## src/rtl/uart_loader_pkg.sv

```systemverilog
// rtl/uart_loader_pkg.sv - shared types and constants for the UART program loader
package uart_loader_pkg;

   // Parser states; CHK is only reached when LOADER_CHECKSUM_EN is defined
   typedef enum logic [1:0] {
      IDLE = 2'd0,
      LEN  = 2'd1,
      DATA = 2'd2,
      CHK  = 2'd3
   } state_t;

   localparam logic [7:0] DEFAULT_SYNC_BYTE = 8'hA5;

   // Number of UART bytes that make up one instruction word
   function automatic int bytes_per_word(input int word_width, input int byte_width);
      return word_width / byte_width;
   endfunction

endpackage

```

## src/rtl/loader_word_assembler.sv

```systemverilog
// rtl/loader_word_assembler.sv - little-endian byte-lane assembler for instruction words
module loader_word_assembler
   import uart_loader_pkg::*;
#(
   parameter int BYTE_WIDTH = 8,
   parameter int WORD_WIDTH = 32
) (
   input  logic                  clk,
   input  logic                  arst_n,
   input  logic                  clear,
   input  logic                  byte_valid,
   input  logic [BYTE_WIDTH-1:0] byte_in,
   output logic [WORD_WIDTH-1:0] word_next,
   output logic                  word_done
);

   localparam int BPW    = bytes_per_word(WORD_WIDTH, BYTE_WIDTH);
   localparam int LANE_W = (BPW > 1) ? $clog2(BPW) : 1;

   logic [WORD_WIDTH-1:0] shift_q;
   logic [LANE_W-1:0]     lane_q;

   // Current partial word with the incoming byte dropped into its lane
   always_comb begin
      word_next = shift_q;
      for (int i = 0; i < BPW; i++) begin
         if (lane_q == LANE_W'(i)) begin
            word_next[i*BYTE_WIDTH +: BYTE_WIDTH] = byte_in;
         end
      end
   end

   assign word_done = byte_valid && (lane_q == LANE_W'(BPW - 1));

   // Accumulate lanes; the lane counter wraps to 0 after the final byte of a word
   always_ff @(posedge clk or negedge arst_n) begin
      if (!arst_n) begin
         shift_q <= '0;
         lane_q  <= '0;
      end else if (clear) begin
         shift_q <= '0;
         lane_q  <= '0;
      end else if (byte_valid) begin
         shift_q <= word_next;
         lane_q  <= word_done ? '0 : lane_q + LANE_W'(1);
      end
   end

endmodule

```

## src/rtl/uart_loader.sv

```systemverilog
// rtl/uart_loader.sv - framed program loader from UART bytes into instruction memory (optional LOADER_CHECKSUM_EN)
module uart_loader
   import uart_loader_pkg::*;
#(
   parameter int                    BYTE_WIDTH = 8,
   parameter int                    WORD_WIDTH = 32,
   parameter int                    ADDR_WIDTH = 8,
   parameter logic [BYTE_WIDTH-1:0] SYNC_BYTE  = BYTE_WIDTH'(DEFAULT_SYNC_BYTE)
) (
   input  logic                  clk,
   input  logic                  arst_n,
   input  logic                  rx_done,
   input  logic [BYTE_WIDTH-1:0] data_in,
   output logic                  mem_we,
   output logic [ADDR_WIDTH-1:0] mem_addr,
   output logic [WORD_WIDTH-1:0] mem_wdata,
   output logic                  busy,
   output logic                  load_done,
   output logic                  load_error,
   output logic                  cpu_run
);

   state_t                state;
   logic [ADDR_WIDTH-1:0] word_idx;
   logic [ADDR_WIDTH-1:0] last_idx;
   logic                  asm_clear;
   logic                  asm_valid;
   logic                  word_done;
   logic [WORD_WIDTH-1:0] word_next;
`ifdef LOADER_CHECKSUM_EN
   logic [BYTE_WIDTH-1:0] acc;
`endif

   // The assembler restarts at LEN so a new frame always begins in lane 0
   assign asm_clear = rx_done && (state == LEN);
   assign asm_valid = rx_done && (state == DATA);

   loader_word_assembler #(
      .BYTE_WIDTH (BYTE_WIDTH),
      .WORD_WIDTH (WORD_WIDTH)
   ) u_asm (
      .clk        (clk),
      .arst_n     (arst_n),
      .clear      (asm_clear),
      .byte_valid (asm_valid),
      .byte_in    (data_in),
      .word_next  (word_next),
      .word_done  (word_done)
   );

   // Frame parser: all outputs registered; strobes default low every cycle
   always_ff @(posedge clk or negedge arst_n) begin
      if (!arst_n) begin
         state      <= IDLE;
         word_idx   <= '0;
         last_idx   <= '0;
         mem_we     <= 1'b0;
         mem_addr   <= '0;
         mem_wdata  <= '0;
         busy       <= 1'b0;
         load_done  <= 1'b0;
         load_error <= 1'b0;
         cpu_run    <= 1'b0;
`ifdef LOADER_CHECKSUM_EN
         acc        <= '0;
`endif
      end else begin
         mem_we     <= 1'b0;
         load_done  <= 1'b0;
         load_error <= 1'b0;
         if (rx_done) begin
            case (state)
               IDLE: begin
                  if (data_in == SYNC_BYTE) begin
                     state   <= LEN;
                     busy    <= 1'b1;
                     cpu_run <= 1'b0;
`ifdef LOADER_CHECKSUM_EN
                     acc     <= '0;
`endif
                  end
               end
               LEN: begin
                  if (data_in == '0) begin
                     load_error <= 1'b1;
                     busy       <= 1'b0;
                     state      <= IDLE;
                  end else begin
                     last_idx <= ADDR_WIDTH'(data_in) - ADDR_WIDTH'(1);
                     word_idx <= '0;
`ifdef LOADER_CHECKSUM_EN
                     acc      <= acc ^ data_in;
`endif
                     state    <= DATA;
                  end
               end
               DATA: begin
`ifdef LOADER_CHECKSUM_EN
                  acc <= acc ^ data_in;
`endif
                  if (word_done) begin
                     mem_we    <= 1'b1;
                     mem_addr  <= word_idx;
                     mem_wdata <= word_next;
                     word_idx  <= word_idx + ADDR_WIDTH'(1);
                     if (word_idx == last_idx) begin
`ifdef LOADER_CHECKSUM_EN
                        state <= CHK;
`else
                        load_done <= 1'b1;
                        cpu_run   <= 1'b1;
                        busy      <= 1'b0;
                        state     <= IDLE;
`endif
                     end
                  end
               end
`ifdef LOADER_CHECKSUM_EN
               CHK: begin
                  if (data_in == acc) begin
                     load_done <= 1'b1;
                     cpu_run   <= 1'b1;
                  end else begin
                     load_error <= 1'b1;
                  end
                  busy  <= 1'b0;
                  state <= IDLE;
               end
`endif
               default: state <= IDLE;
            endcase
         end
      end
   end

endmodule
```

## config.mk

```make
export PLATFORM = sky130hd
export DESIGN_NAME = uart_loader
export DESIGN_NICKNAME = d
export VERILOG_FILES = /design/src/rtl/uart_loader_pkg.sv /design/src/rtl/loader_word_assembler.sv /design/src/rtl/uart_loader.sv
export SDC_FILE = /design/constraint.sdc
export NUM_CORES = 1
export LEC_CHECK = 0
export CAP_MARGIN = 20
export CORE_UTILIZATION = 35
export CTS_BUF_LIST = sky130_fd_sc_hd__clkbuf_8
export DETAILED_ROUTE_END_ITERATION = 10
export PLACE_DENSITY = 0.65
export SLEW_MARGIN = 20
export SYNTH_ARGS = -nofsm -noshare
export SYNTH_HDL_FRONTEND = slang
export SYNTH_SLANG_ARGS = --single-unit
```

## constraint.sdc

```tcl
create_clock -name clk -period 5.5 [get_ports clk]
set_input_delay 0.825 -clock clk [delete_from_list [all_inputs] [get_ports clk]]
set_output_delay 0.825 -clock clk [all_outputs]
set_load 0.1 [all_outputs]
```

; Word level (Yosys, flattened, before mapping)
; Index checks and enable logic that the tools add are counted.
[word_totals]
latch_bits = 0
output_inout_bits = 45
elab_cells = 80
ramBits = 0
input_bits = 11
memories = 0
register_bits = 97
mem_bits_ro = 0
[op_classes]
n_mux = 36
n_lt_le_gt_ge = 0
n_reduce_logical = 16
n_bitwise = 1
n_div = 0
eq_ne = 12
multipliers = 0
shift = 0
add_sub_neg = 3
[ops]
columns = op, n
row1 = $mux W32, 2
row2 = $mux W8, 6
row3 = $mux W1, 17
row4 = $pmux W8 S2, 1
row5 = $mux W2, 7
row6 = $add A8 B1 Y8 const B, 1
row7 = $eq A8 B8 Y1, 1
row8 = $eq A8 B8 Y1 const B, 1
row9 = $logic_not A8 Y1, 1
row10 = $reduce_and A4 Y1, 2
row11 = $sub A8 B1 Y8 const B, 1
row12 = $eq A2 B2 Y1 const B, 3
row13 = $ne A2 B1 Y1 const B, 3
row14 = $pmux W2 S3, 1
row15 = $reduce_and A3 Y1, 2
row16 = $reduce_and A6 Y1, 1
row17 = $reduce_bool A2 Y1, 3
row18 = $reduce_and A5 Y1, 1
row19 = $eq A2 B1 Y1 const B, 2
row20 = $logic_not A2 Y1, 2
row21 = $ne A2 B2 Y1 const B, 2
row22 = $logic_and A1 B1 Y1, 3
row23 = $pmux W1 S3, 1
row24 = $reduce_bool A3 Y1, 1
row25 = 3 further kinds, 3

; Longest topological paths before layout
[depth]
depth_word = 6
mapped_depth = 8
depth_no_buf = 7

; Cells and area by module
; A second synthesis with hierarchy kept.
[hier_totals]
cells_unflattened = 391
area_unflattened_um2 = 4795.8
[by_module_without_submodules]
columns = module, cells_each, area_per_inst_um2, seq_area_each_um2, instances
row1 = uart_loader, 225, 2806.4, 1576.5, 1
row2 = loader_word_assembler, 166, 1989.4, 850.8, 1

; Least setup slack after synthesis
; OpenSTA, ideal clock, no wires.
[synth_path]
kind = input to register
start = in data_in[1]
end = reg word_idx[3]
setup_slack_ns = 2.978
path_stages = 7
path_buffers = 1
t_arrival_ns = 2.453
t_required_ns = 5.431
setup_ns = 0.069
cell_sequence = clkbuf_1 inv_1 ha_1 and3_1 a211o_1 or4_1 nand3_1
[synth_via]
elab_chain_cells = 3
[synth_rtl]
columns = element, line_no
row1 = from (decl), uart_loader.sv:13  ; input logic [BYTE_WIDTH-1:0] data_in,
row2 = $logic_not A8 Y1, uart_loader.sv:84  ; if (data_in == '0) begin
row3 = $ne A2 B2 Y1 (no source line), n/a
row4 = $reduce_and A4 Y1 (no source line), n/a
row5 = to (signal assigned), uart_loader.sv:105  ; word_idx <= word_idx + ADDR_WIDTH'(1);
row6 = to (decl), uart_loader.sv:24  ; logic [ADDR_WIDTH-1:0] word_idx;
; No other way between the ends.
; A chain may end at the register's enable or synchronous reset.

; Worst setup path after layout
[layout_path]
start = in data_in[0]
end = reg word_idx[3]
; The elaborated chain is that of the path after synthesis.

==> metrics.txt <==
CP Launch Type input pin; Main synth FF type dfrtp_1; 1st-iter DRT viols 149; vias in the first global route 3088; drc violations 0; met1 Use GR 21.68%; die area 12190 µm²; R2R Setup Slk 2650 ps; met3 GRT Util 3.513%; Worst Reg-to-Reg Cells 7; gr ovfl total 0; Num CTS Buffers 9; clk sinks 89; antenna cell count 0; Critical Path Sink Type flop; router iterations before antenna repair 4; Post-CTS Setup Inserts 0; H-tree depth 3; FP Rows 39; routed length per placed instance 15.80 µm; syn nets 430; synth warn 0; Power Dens Cells 430.7 nW/µm²; Tmin final 2962 ps; Worst IR Drop VDD 0.0001756 V; FILL cells 1129; nets@finish 469; routing usage on met2 26.05%; Arr. time, crit path 3260 ps; die height 110.4 µm; cts repair resizes 0; Area growth syn-to-layout 19.68%; initial antenna violation count 0; Final Max Tran Viols 0; gr busiest metal met2; CTS max path bufs 2; RSZ-0062 raised after global routing no; die width 110.4 µm; Setup violations, final 0; Root Driver clkbuf_8; Buffers on Ports 55; GP Congestion 0.7164; Hold Path Class flop to flop; Clock Skews 11.16 ps; effective utilization at floorplan 36.03%; Place WS 2154 ps; Leak 2.281 nW; # Max-Cap Violations 0; CP Class input pin to flop; post-DP HPWL 6.308 mm; status complete, no violations; CP max FO 16; Post-synth EDFFs 0; largest net degree at the start of global routing 90; Worst-Margin Slew 983.7 ps; ys async rst share 100.0%; Clock Latency Late Sink 360 ps; Synth Area per Inst 10.11 µm²; Routed WL 9.355 mm; antenna-violating nets left 0; Worst slew margin 34.21%; first-pass GRT wire length 16.02 mm; final hold violation count 0; cell area after synthesis 4114 µm²; via count 3003; GRT Total Usage 16.30%; Yosys cell types 41; clk slew on worst S/H paths 90 ps; Hold Path Origin mem_addr[6]$_DFFE_PN0P_; I/O pin count 56; setup TNS 0 ps; Hold EP mem_addr[6]$_DFFE_PN0P_; CTS tree built; share of layout cells above drive strength 1 4.900%; Setup WS post-layout 2538 ps; vias per cell 5.073; flops & latches, synth 89; worst reg2reg path endpoint mem_wdata[30]$_DFFE_PN0P_; WP data required 5800 ps; Core Area 11420 µm²; register area share after synthesis 54.14%; Worst R2R Start state[0]$_DFFE_PN0P_; Hold Path Depth 2; cts hold-fix bufs 0; FMAX 337.7 MHz; Final period util 53.85%; Mapped Cells 407
-- cell usage in the layout, fill, tap and decap left out, drive strengths merged, types with 4 or more instances in the layout --
| cell | count |
|---|---|
| clkbuf | 10 |
| mux2i | 24 |
| nor2 | 10 |
| dfrtp | 89 |
| clkdlybuf4s50 | 54 |
| xor2 | 11 |
| nand2 | 98 |
| inv | 16 |
| and3 | 4 |
| o21ai | 45 |
| nand3b | 4 |
| a22o | 24 |
| nand3 | 7 |
| ha | 12 |
-- where the power goes --
group | total, W | switching, W | leakage [nW] | internal [W]
logic | 0.000801 | 0.000526 | 0.971 | 0.000275
registers | 0.000885 | 0.000108 | 1.21 | 0.000777
clock network | 0.000434 | 0.000219 | 0.0954 | 0.000215
total | 0.00212 | 0.000853 | 2.28 | 0.00127
-- cell usage after synthesis, types with 3 or more instances --
cell type / count / share of area [%]
o21ai_0: 29 / 3.5
a22o_1: 24 / 5.1
nand2_1: 98 / 8.9
buf_2: 4 / 0.49
dfrtp_1: 89 / 54
nand2b_1: 3 / 0.46
nand3_1: 7 / 0.85
o221ai_1: 3 / 0.64
ha_1: 12 / 3.6
mux2i_1: 24 / 5.8
clkbuf_1: 21 / 1.9
and3_1: 4 / 0.61
nand3b_1: 4 / 0.73
inv_1: 13 / 1.2
o21ai_1: 16 / 1.9
nor2_1: 10 / 0.91
xnor2_1: 3 / 0.64
xor2_1: 11 / 2.3
-- critical path, stage by stage --
cell and delay [ps]:
clkdlybuf4s50_1 730, inv_1 120, ha_1 270, and3_1 200
a211o_1 480, or4_1 530, nand3_1 90
-- layout make-up --
class	instances	area, µm²	area share (%)
flip-flops and latches	89	2227	45.24
multi-input cells	274	1714	34.82
repair buffers	56	559.3	11.36
well taps	143	178.9	3.634
clock buffers	10	137.6	2.795
inverters	16	60.06	1.220
clock inverters	4	46.29	0.9403
-- worst max-delay path by stage --
| stage | from | end | slack [ps] |
|---|---|---|---|
| after floorplan | data_in[1] | word_idx[3]$_DFFE_PN0P_ | 2980 |
| after global placement | data_in[0] | word_idx[3]$_DFFE_PN0P_ | 2220 |
| after detailed placement | data_in[0] | word_idx[3]$_DFFE_PN0P_ | 2150 |
| after CTS | data_in[0] | word_idx[3]$_DFFE_PN0P_ | 2540 |
| after global routing | state[0]$_DFFE_PN0P_ | mem_wdata[29]$_DFFE_PN0P_ | 2320 |
| final | data_in[0] | word_idx[3]$_DFFE_PN0P_ | 2540 |
-- per-stage QoR --
step | power (W) | area, µm² | hold WS, ps | utilization (%) | std cells
after global placement | 0.001682 | 4736 | 457.8 | 41.47 | 578
after detailed placement | 0.001702 | 4736 | 462.7 | 41.47 | 578
after CTS | 0.002144 | 4920 | 484.0 | 43.09 | 592
after global routing | 0.002246 | 4923 | 505.2 | 43.12 | 592
after floorplan | 0.001495 | 4114 | 447.8 | - | 407
final | 0.002120 | 4923 | 475.3 | 43.12 | 592
-- layer usage --
| metal | part of all wire [%] | wire, µm | vias to the layer above |
|---|---|---|---|
| met5 | 0 | 0 | - |
| met3 | 4.5 | 424 | 17 |
| met2 | 47 | 4419 | 78 |
| met4 | 2.4 | 221 | 0 |
| li1 | - | - | 1449 |
| met1 | 46 | 4291 | 1459 |
-- sequential cells by signal (all words and copies together), names as in the netlist --
name and count:
last_idx 8, state 2, u_asm.shift_q 24, mem_addr 8, load_error 1, busy 1, mem_wdata 32, u_asm.lane_q 2
cpu_run 1, mem_we 1, word_idx 8, load_done 1
-- logic make-up after synthesis --
family | count (synthesis) | synth area share (%)
AOI/OAI and AO/OA | 82 | 13.26
xor gates and xnor gates | 14 | 2.981
adders and majority gates | 12 | 3.650
buffers and inverters | 44 | 4.319
DFF | 89 | 54.14
muxes | 27 | 6.752
and+or+nand+nor | 139 | 14.90
(Power assumes the default switching activity.)
==> RTL change, RTL diff (config.mk and constraints unchanged) <==
`WORD_WIDTH` is set to 32 in 2 places; all go to 16.
--- a/src/rtl/loader_word_assembler.sv
+++ b/src/rtl/loader_word_assembler.sv
@@ -3,7 +3,7 @@
    import uart_loader_pkg::*;
 #(
    parameter int BYTE_WIDTH = 8,
-   parameter int WORD_WIDTH = 32
+   parameter int WORD_WIDTH = 16
 ) (
    input  logic                  clk,
    input  logic                  arst_n,
--- a/src/rtl/uart_loader.sv
+++ b/src/rtl/uart_loader.sv
@@ -3,7 +3,7 @@
    import uart_loader_pkg::*;
 #(
    parameter int                    BYTE_WIDTH = 8,
-   parameter int                    WORD_WIDTH = 32,
+   parameter int                    WORD_WIDTH = 16,
    parameter int                    ADDR_WIDTH = 8,
    parameter logic [BYTE_WIDTH-1:0] SYNC_BYTE  = BYTE_WIDTH'(DEFAULT_SYNC_BYTE)
 ) (
Interface: changed (resized mem_wdata); port bits go from 56 to 40. No check against the original RTL was run, so the function may have changed too.
==> RTL change against the original RTL <==
  * Wire length fell by 44%
  * Cell count fell by 39%
  * Worst setup slack improved by 0.27 ns
  * Sequential cell count fell by 33
  * Utilization rose by 1.2 points
  * Combinational power rose by 23%
  * Register-to-register slack improved by 0.52 ns
  * Clock skew fell by 0.0043 ns
  * Area after synthesis fell by 34%
  * Total power fell by 11%
  * Cell area fell by 34%
  * Non-clock buffer count fell by 16
==> RTL change: results (changes against the original RTL) <==
CTS buffer count: 5 (was 9)
Hold Path Origin: mem_wdata[8] (was mem_addr[6])
Clock Skew: 0.006870 ns (was 0.01116 ns)
most flop-heavy register: mem_wdata (unchanged)
Worst Path Arrival: 2.88 ns (was 3.26 ns)
Starting DRT DRC Count: 65 (was 149)
clk_lat worst skew: 0.31 ns (was 0.36 ns)
GRT Total Usage: 13.93% (was 16.30%)
post-synthesis cell type count: 42 (was 41)
I/O Buffers: 39 (was 55)
Ys Warns: 0 (unchanged)
crit path max fanout: 10 (was 16)
vias per cell: 5.000 (was 5.073)
most frequent cells after synthesis: 56 x dfrtp_1, 23 x mux2_2, 16 x nor2_1 (was 98 x nand2_1, 89 x dfrtp_1, 29 x o21ai_0)
largest net degree at the start of global routing: 57 (was 90)
max FFs per register: 16 (was 32)
Detailed Place HPWL: 3690 um (was 6308 um)
layout cell share with drive strength beyond 1: 19.16% (was 4.900%)
reg-to-reg endpoint: mem_wdata[2] (was mem_wdata[30])
H-tree Lvls: 2 (was 3)
Hold Slack: 0.5017 ns (was 0.4753 ns)
initial antenna violation count: 0 (unchanged)
vias in the first global route: 1,803 (was 3,088)
nets: 279 (was 469)
sequential area share after synthesis: 51.54% (was 54.14%)
wire length per cell: 14.53 um (was 15.80 um)
worst r2r src: state[0] (unchanged)
# Post-CTS Setup Buffers: 0 (unchanged)
R2R depth: 5 (was 7)
Peak supply drop: 0.0004007 V (was 0.0001756 V)
top cells by area, synth: dfrtp_1 52%, mux2_2 9.5%, ha_1 3.7% (was dfrtp_1 54%, nand2_1 8.9%, mux2i_1 5.8%)
worst rel slew slack: 33.54% (was 34.21%)
RePlAce Congestion: 0.7867 (was 0.7164)
Pleak: 1.441 nW (was 2.281 nW)
Worst R2R Setup Slack: 3.17 ns (was 2.65 ns)
Syn Nets: 245 (was 430)
Hold Path Sink: mem_wdata[8] (was mem_addr[6])
# fillers: 708 (was 1,129)
first-pass GRT wire length: 8990 um (was 16,020 um)
status: completed (unchanged)
[RTL change: cell type report]
type                       count  share of cell area [%]
multi-input combinational    147                   36.84
clock buffer                   5                   2.106
sequential                    56                   42.90
timing repair buffer          40                   12.03
clock inverter                 3                   1.187
inverter                      10                   1.149
tap                           99                   3.792
[RTL change: worst max-delay path: stages]
cell	delay, ns
clkdlybuf4s50_1	0.58
nor4_4	0.52
nand3_4	0.14
o2111ai_4	0.34
or2_1	0.37
o31ai_2	0.10
[RTL change: kinds of logic (layout without fill, tap and decap cells)]
family	Yosys count	after routing	synth area share, %
xor gates and xnor gates	13	13	4.188
buffers and inverters	23	58	4.418
DFF	56	56	51.54
adders and majority gates	8	8	3.682
muxes	27	27	11.09
AOI/OAI and AO/OA	49	49	14.54
and+or+nand+nor	50	50	10.54
[RTL change: metrics by stage]
| step | cells | cell area [um2] | util (%) | worst slack (ns) |
|---|---|---|---|---|
| after global routing | 360 | 3267 | 44.33 | 2.756 |
| after floorplan | 226 | 2719 | - | 3.332 |
| after CTS | 360 | 3261 | 44.24 | 2.691 |
| final | 360 | 3267 | 44.33 | 2.807 |
| after detailed placement | 352 | 3153 | 42.78 | 2.363 |
| after global placement | 352 | 3153 | 42.78 | 2.412 |
[RTL change: worst max-delay path by stage]
stage                     startpoint     endpoint  slack (ns)  cells past startpoint
after floorplan           data_in[4]  word_idx[3]        3.33                      7
after global placement    data_in[0]  last_idx[0]        2.41                      5
after detailed placement  data_in[0]  last_idx[0]        2.36                      5
after CTS                 data_in[0]  last_idx[0]        2.69                      5
after global routing      data_in[4]  word_idx[3]        2.76                      6
final                     data_in[4]  word_idx[3]        2.81                      6
[RTL change: per-layer routing]
| layer | up-vias | GRT usage (%) | wire [um] |
|---|---|---|---|
| li1 | 866 | - | - |
| met1 | 888 | 17.94 | 2417 |
| met2 | 41 | 22.84 | 2508 |
| met3 | 5 | 3.384 | 236 |
| met4 | 0 | 4.839 | 68 |
| met5 | - | 0 | 0 |
[RTL change: where the power goes]
group	total, mW	internal [mW]	switching (mW)
clock network	0.262	0.133	0.129
registers	0.640	0.547	0.0928
logic	0.986	0.284	0.702
total	1.89	0.965	0.923
